## src/rtl/blackbox_check_sequencer.sv

```systemverilog
// Self-check sequencer for generated black-box tester tops: settle, then compare
// one observed/expected channel per cycle and report failures and a pass verdict.
module blackbox_check_sequencer #(
  parameter  int NUM_CHECKS    = 8,
  parameter  int DATA_W        = 64,
  parameter  int SETTLE_CYCLES = 3,
  localparam int IDX_W         = (NUM_CHECKS > 1) ? $clog2(NUM_CHECKS) : 1,
  localparam int CNT_W         = $clog2(NUM_CHECKS + 1)
) (
  input  logic                         clock,
  input  logic                         reset,
  input  logic                         start,
  input  logic [NUM_CHECKS*DATA_W-1:0] obs_data,
  input  logic [NUM_CHECKS*DATA_W-1:0] exp_data,
  input  logic [NUM_CHECKS-1:0]        check_en,
  output logic                         busy,
  output logic                         done,
  output logic                         pass,
  output logic                         fail_valid,
  output logic [IDX_W-1:0]             fail_idx,
  output logic [CNT_W-1:0]             fail_count,
  output logic                         first_fail_valid,
  output logic [IDX_W-1:0]             first_fail_idx
);

  // state    | meaning
  // S_IDLE   | waiting for start after reset
  // S_SETTLE | counting down the settle interval
  // S_CHECK  | comparing channel idx_q this cycle
  // S_DONE   | run complete, verdict held until start
  typedef enum logic [1:0] {S_IDLE, S_SETTLE, S_CHECK, S_DONE} state_t;

  localparam int SET_W = (SETTLE_CYCLES > 1) ? $clog2(SETTLE_CYCLES) : 1;
  localparam logic [SET_W-1:0] SETTLE_LOAD = SET_W'((SETTLE_CYCLES > 0) ? SETTLE_CYCLES - 1 : 0);
  localparam logic [IDX_W-1:0] LAST_IDX    = IDX_W'(NUM_CHECKS - 1);
  localparam logic [CNT_W-1:0] CNT_MAX     = CNT_W'(NUM_CHECKS);

  state_t            state_q, state_d;
  logic [IDX_W-1:0]  idx_q, idx_d;
  logic [SET_W-1:0]  settle_q, settle_d;
  logic              fail_valid_q, fail_valid_d;
  logic [IDX_W-1:0]  fail_idx_q, fail_idx_d;
  logic [CNT_W-1:0]  fail_count_q, fail_count_d;
  logic              ffv_q, ffv_d;
  logic [IDX_W-1:0]  ffi_q, ffi_d;
  logic              pass_q, pass_d;

  logic [DATA_W-1:0] sel_obs, sel_exp;
  logic              sel_en;
  logic              mismatch;

  // Loop-based mux keeps the select well-defined for non-power-of-two channel counts.
  always_comb begin
    sel_obs = '0;
    sel_exp = '0;
    sel_en  = 1'b0;
    for (int i = 0; i < NUM_CHECKS; i++) begin
      if (idx_q == IDX_W'(i)) begin
        sel_obs = obs_data[i*DATA_W +: DATA_W];
        sel_exp = exp_data[i*DATA_W +: DATA_W];
        sel_en  = check_en[i];
      end
    end
  end

  assign mismatch = sel_en && (sel_obs != sel_exp);

  always_comb begin
    state_d      = state_q;
    idx_d        = idx_q;
    settle_d     = settle_q;
    fail_valid_d = 1'b0;
    fail_idx_d   = fail_idx_q;
    fail_count_d = fail_count_q;
    ffv_d        = ffv_q;
    ffi_d        = ffi_q;
    pass_d       = pass_q;
    case (state_q)
      S_IDLE, S_DONE: begin
        if (start) begin
          fail_count_d = '0;
          ffv_d        = 1'b0;
          ffi_d        = '0;
          idx_d        = '0;
          settle_d     = SETTLE_LOAD;
          pass_d       = 1'b0;
          state_d      = (SETTLE_CYCLES > 0) ? S_SETTLE : S_CHECK;
        end
      end
      S_SETTLE: begin
        if (settle_q == '0) state_d = S_CHECK;
        else                settle_d = settle_q - 1'b1;
      end
      S_CHECK: begin
        if (mismatch) begin
          fail_valid_d = 1'b1;
          fail_idx_d   = idx_q;
          if (fail_count_q != CNT_MAX) fail_count_d = fail_count_q + 1'b1;
          if (!ffv_q) begin
            ffv_d = 1'b1;
            ffi_d = idx_q;
          end
        end
        // Verdict uses the updated count so the last channel is included.
        if (idx_q == LAST_IDX) begin
          state_d = S_DONE;
          pass_d  = (fail_count_d == '0);
        end else begin
          idx_d = idx_q + 1'b1;
        end
      end
      default: state_d = S_IDLE;
    endcase
  end

  always_ff @(posedge clock) begin
    if (reset) begin
      state_q      <= S_IDLE;
      idx_q        <= '0;
      settle_q     <= '0;
      fail_valid_q <= 1'b0;
      fail_idx_q   <= '0;
      fail_count_q <= '0;
      ffv_q        <= 1'b0;
      ffi_q        <= '0;
      pass_q       <= 1'b0;
    end else begin
      state_q      <= state_d;
      idx_q        <= idx_d;
      settle_q     <= settle_d;
      fail_valid_q <= fail_valid_d;
      fail_idx_q   <= fail_idx_d;
      fail_count_q <= fail_count_d;
      ffv_q        <= ffv_d;
      ffi_q        <= ffi_d;
      pass_q       <= pass_d;
    end
  end

  assign busy             = (state_q == S_SETTLE) || (state_q == S_CHECK);
  assign done             = (state_q == S_DONE);
  assign pass             = pass_q;
  assign fail_valid       = fail_valid_q;
  assign fail_idx         = fail_idx_q;
  assign fail_count       = fail_count_q;
  assign first_fail_valid = ffv_q;
  assign first_fail_idx   = ffi_q;

endmodule

```

## config.mk

```make
export PLATFORM = sky130hd
export DESIGN_NAME = blackbox_check_sequencer
export DESIGN_NICKNAME = d
export VERILOG_FILES = /design/src/rtl/blackbox_check_sequencer.sv
export SDC_FILE = /design/constraint.sdc
export NUM_CORES = 1
export LEC_CHECK = 0
export CAP_MARGIN = 20
export CORE_AREA = 2 2 409 411
export DETAILED_ROUTE_END_ITERATION = 10
export DIE_AREA = 0 0 411 413
export SYNTH_ARGS = -nofsm -noshare
export SYNTH_HDL_FRONTEND = slang
export SYNTH_SLANG_ARGS = --single-unit
export TNS_END_PERCENT = 30
```

## constraint.sdc

```tcl
create_clock -name clock -period 11.52 [get_ports clock]
set_input_delay 2.304 -clock clock [delete_from_list [all_inputs] [get_ports clock]]
set_output_delay 2.304 -clock clock [all_outputs]
set_load 0.02 [all_outputs]
```

==> results.yml <==
worst_setup_path:
  reg2reg_depth: 16
  cp_num_cells: 16
  crit_chain: "inv_1, ha_4, buf_4, or3b_1, nand2_2, buf_4, a32oi_1, xnor2_1, o221ai_1, nor4_1, o221ai_1, nor4_1, a21oi_2, buf_8, a32o_1, a21o_1"
  crit_type: "flip-flop to flip-flop"
  worstReg2RegEnd: "first_fail_idx[1]"
  path_max_fanout: 48
  critPathLaunchType: "flip-flop"
  crit_slowest_cell: "a32oi_1"
  cp.arrival_ns: 7.40
  endpoint_kind: "flip-flop"
  critPathBufInv: 4
  worst_ep_required_time_ns: 11.68
  path_delay_family: "simple AND/OR/NAND/NOR gates"
  rrSetupSlack_ns: 4.28
  r2r-start: "idx_q[0]"
  slowest_delay_ns: 1.05
logic_synthesis:
  syn_avg_cell_area_um2: 6.16
  synth-simple-area-share: 0.325
  synth_top_flop_cell: "dfxtp_1"
  ys_seq_area_frac: 0.0306
  syn_inst: 2125
  yosys.area.top_type: "nand2_1"
  ys_types: 87
  syn_area_mm2: 0.0131
  synth-compound-area-share: 0.500
  ys_top_cells_by_area: "nand2_1 (11%), o21ai_0 (7.7%), a221oi_1 (6.0%)"
  ys_async_sr_fraction: 0
  synth_nets: 3173
  synth_xor_area_frac: 0.0321
  yosys.area.top_type_share: 0.113
  synth_seq_cells: 20
  synth_top_family_by_area: "compound AO/OA/AOI/OAI gates"
  synth_edf_count: 0
  ys.warnings.count: 0
  muxShareOfSynthArea: 0.00545
  synth-adder-area-share: 0.0124
timing:
  period_share: 0.629
  skew_ns: 0.00151
  rsz0062_at_grt: "false"
  finalWorstSetupSlack_ns: 4.28
  post-route-min-period_ns: 7.24
  max_freq_mhz: 138
  tightest_slew_ns: 1.39
  slew_headroom: 0.0755
  setup_tns_ns: 0
  drv_slew: 0
  hold_violations: 0
  finalSetupViolCount: 0
power_and_ir_drop:
  peakVddDrop_uv: 60.6
  combPwrFrac: 0.927
  p_per_area_mw_per_mm2: 86.9
  cellLeakagePower_nw: 8.48
  swShare: 0.576
  seqPwrFrac: 0.039
  internal_power_uw: 963
  switchingPower_mw: 1.31
  clockPowerShare: 0.034
worst_hold_path:
  holdPathEnd: "settle_q[1]"
  holdPathStages: 2
  holdCritStartpoint: "settle_q[1]"
  hold_class: "flip-flop to flip-flop"
detailed_routing:
  first_iter_violations: 2864
  drc: 0
  num_vias: 23138
  wl_per_cell_um: 33.2
  viasPerCell: 4.41
  routed_wl_mm: 174
  firstDrtPassIters: 6
  drt.antenna.violating_nets: 0
clocking:
  cts.sink_count: 20
  path_clk_slew_ns: 0.06
  root_buffer: "clkbuf_16"
  clk_latency_ns: 0.26
  clockBufferDepth: 2
  h-tree-depth: 1
  numCtsBuffers: 3
  ctsHoldBuffers: 0
  tritoncts: "built"
  post_cts_resized: 0
  cts_setup_buffers: 0
status:
  outcome: "complete, no violations"
grt:
  grtUsageTotal: 0.192
  grt_pass1_wl_mm: 216
  grt_pass1_vias: 21577
  grt_overflow: 0
  antenna_found_initial: 147
  grt_max_degree: 95
die:
  die_w_um: 411
  initial_core_util: 0.0789
  coreArea_mm2: 0.166
  die_y_um: 413
  rows: 150
  pin_count: 1050
  die_area_mm2: 0.170
placed_design:
  dp_slack_ns: 4.00
  portBuffers: 1049
  dp_hpwl_mm: 145
  place_congestion: 0.943
finish:
  area_growth_pct: 100
  final_net_count: 4045
  drive_gt1_frac: 0.0557
flow_run:
  max_cap_violations: 0
==> worst reg2reg max path: cells and delay by family, from the launching register on <==
family / cells / cell delay, ns
AND/OR/NAND/NOR: 4 / 2.25
XOR/XNOR: 1 / 0.22
buffers and inverters: 4 / 1.60
adder cells (fa/ha/maj): 1 / 0.56
flip-flops: 1 / 0.37
AO/OA/AOI/OAI: 6 / 2.14
==> cells by family (layout without fill, tap and decap cells) <==
group / after synthesis / count (layout)
multiplexers: 7 / 7
other: 0 / 49
buffers and inverters: 283 / 1154
AND/OR/NAND/NOR: 843 / 843
flip-flops: 20 / 20
adder cells (fa/ha/maj): 13 / 13
XOR/XNOR: 48 / 48
AO/OA/AOI/OAI: 911 / 911
==> final cells by class <==
cell class	count	area, µm²
fillers	19025	140000
multi-input cells	1822	11600
repair buffers	1113	11000
well taps	2204	2760
flip-flops and latches	20	404
inverters	37	149
diodes	49	123
clock buffers	4	78.8
==> how the worst max path moves through the flow <==
stage / slack (ns) / from / end
2_1_floorplan: 6.79 / obs_data[35] / first_fail_idx[1]
3_3_place_gp: 4.01 / idx_q[0] / fail_count[0]
3_5_place_dp: 4.00 / idx_q[0] / first_fail_idx[0]
4_1_cts: 3.96 / idx_q[0] / first_fail_idx[0]
5_1_grt: 4.05 / idx_q[0] / fail_count[0]
6_report: 4.28 / idx_q[0] / first_fail_idx[1]
==> metal layers <==
metal | GRT usage | part of all wire
met4 | 0.0732 | 0.037
met5 | 0 | 0.0035
met1 | 0.229 | 0.39
met3 | 0.0709 | 0.11
met2 | 0.312 | 0.46
==> power groups by stage <==
stage	registers, mW	clock network, mW	logic [mW]
after global placement	0.0888	0	2.14
final	0.0877	0.0775	2.11
after CTS	0.0875	0.0782	2.14
after global routing	0.0889	0.0809	2.26
after detailed placement	0.0891	0	2.13
after floorplan	0.0879	0	0.970
==> cell usage after synthesis (10+ instances only) <==
library cell and number:
a211oi_1 35, a21o_1 26, a21oi_1 149, a221o_1 11, a221oi_1 89, a22oi_1 14
a2bb2oi_1 11, a311oi_1 19, a31oi_1 29, a32o_1 11, a32oi_1 12, and2_1 11
and3_1 14, and3b_1 17, buf_1 17, buf_2 103, clkbuf_1 119, dfxtp_1 20
ha_1 13, inv_1 36, nand2_1 394, nand2b_1 71, nand3_1 12, nand3b_1 62
nand4_1 30, nor2_1 76, nor2b_1 92, nor3_1 17, nor4_1 10, o211ai_1 80
o21ai_0 201, o221a_2 51, o221ai_1 31, o22ai_1 34, o2bb2ai_1 10, xnor2_1 20
xor2_1 28
==> flip-flops by register name, summed over array words and instances, names as in the netlist <==
name and cells:
fail_idx 3, pass 1, idx_q 3, fail_valid 1
first_fail_valid 1, state_q 2, settle_q 2, fail_count 4
first_fail_idx 3
==> per-stage QoR <==
| step | hold slack (ns) | instance area [µm²] | instances | power, mW | util |
|---|---|---|---|---|---|
| 3_5_place_dp | 0.498 | 26000 | 5194 | 2.22 | 0.156 |
| 2_1_floorplan | 0.476 | 13100 | 2125 | 1.06 | - |
| 3_3_place_gp | 0.487 | 25900 | 5193 | 2.23 | 0.156 |
| 4_1_cts | 0.509 | 26000 | 5198 | 2.31 | 0.157 |
| 6_report | 0.509 | 26200 | 5249 | 2.27 | 0.158 |
| 5_1_grt | 0.542 | 26100 | 5233 | 2.43 | 0.158 |
==> layout by cell type, fill, tap and decap left out, types with 17 or more instances in the layout <==
cell / synthesis / final
a211oi_1: 35 / 33
a21o_1: 26 / 26
a21oi_1: 149 / 149
a221oi_1: 89 / 89
a311oi_1: 19 / 18
a31oi_1: 29 / 29
and3b_1: 17 / 17
buf_4: 2 / 57
clkdlybuf4s50_1: 0 / 1049
dfxtp_1: 20 / 19
diode_2: 0 / 49
inv_1: 36 / 32
nand2_1: 394 / 391
nand2b_1: 71 / 68
nand3b_1: 62 / 62
nand4_1: 30 / 30
nor2_1: 76 / 73
nor2b_1: 92 / 91
o211ai_1: 80 / 80
o21ai_0: 201 / 199
o221a_2: 51 / 51
o221ai_1: 31 / 31
o22ai_1: 34 / 34
xnor2_1: 20 / 20
xor2_1: 28 / 28
(Power assumes the default switching activity.)
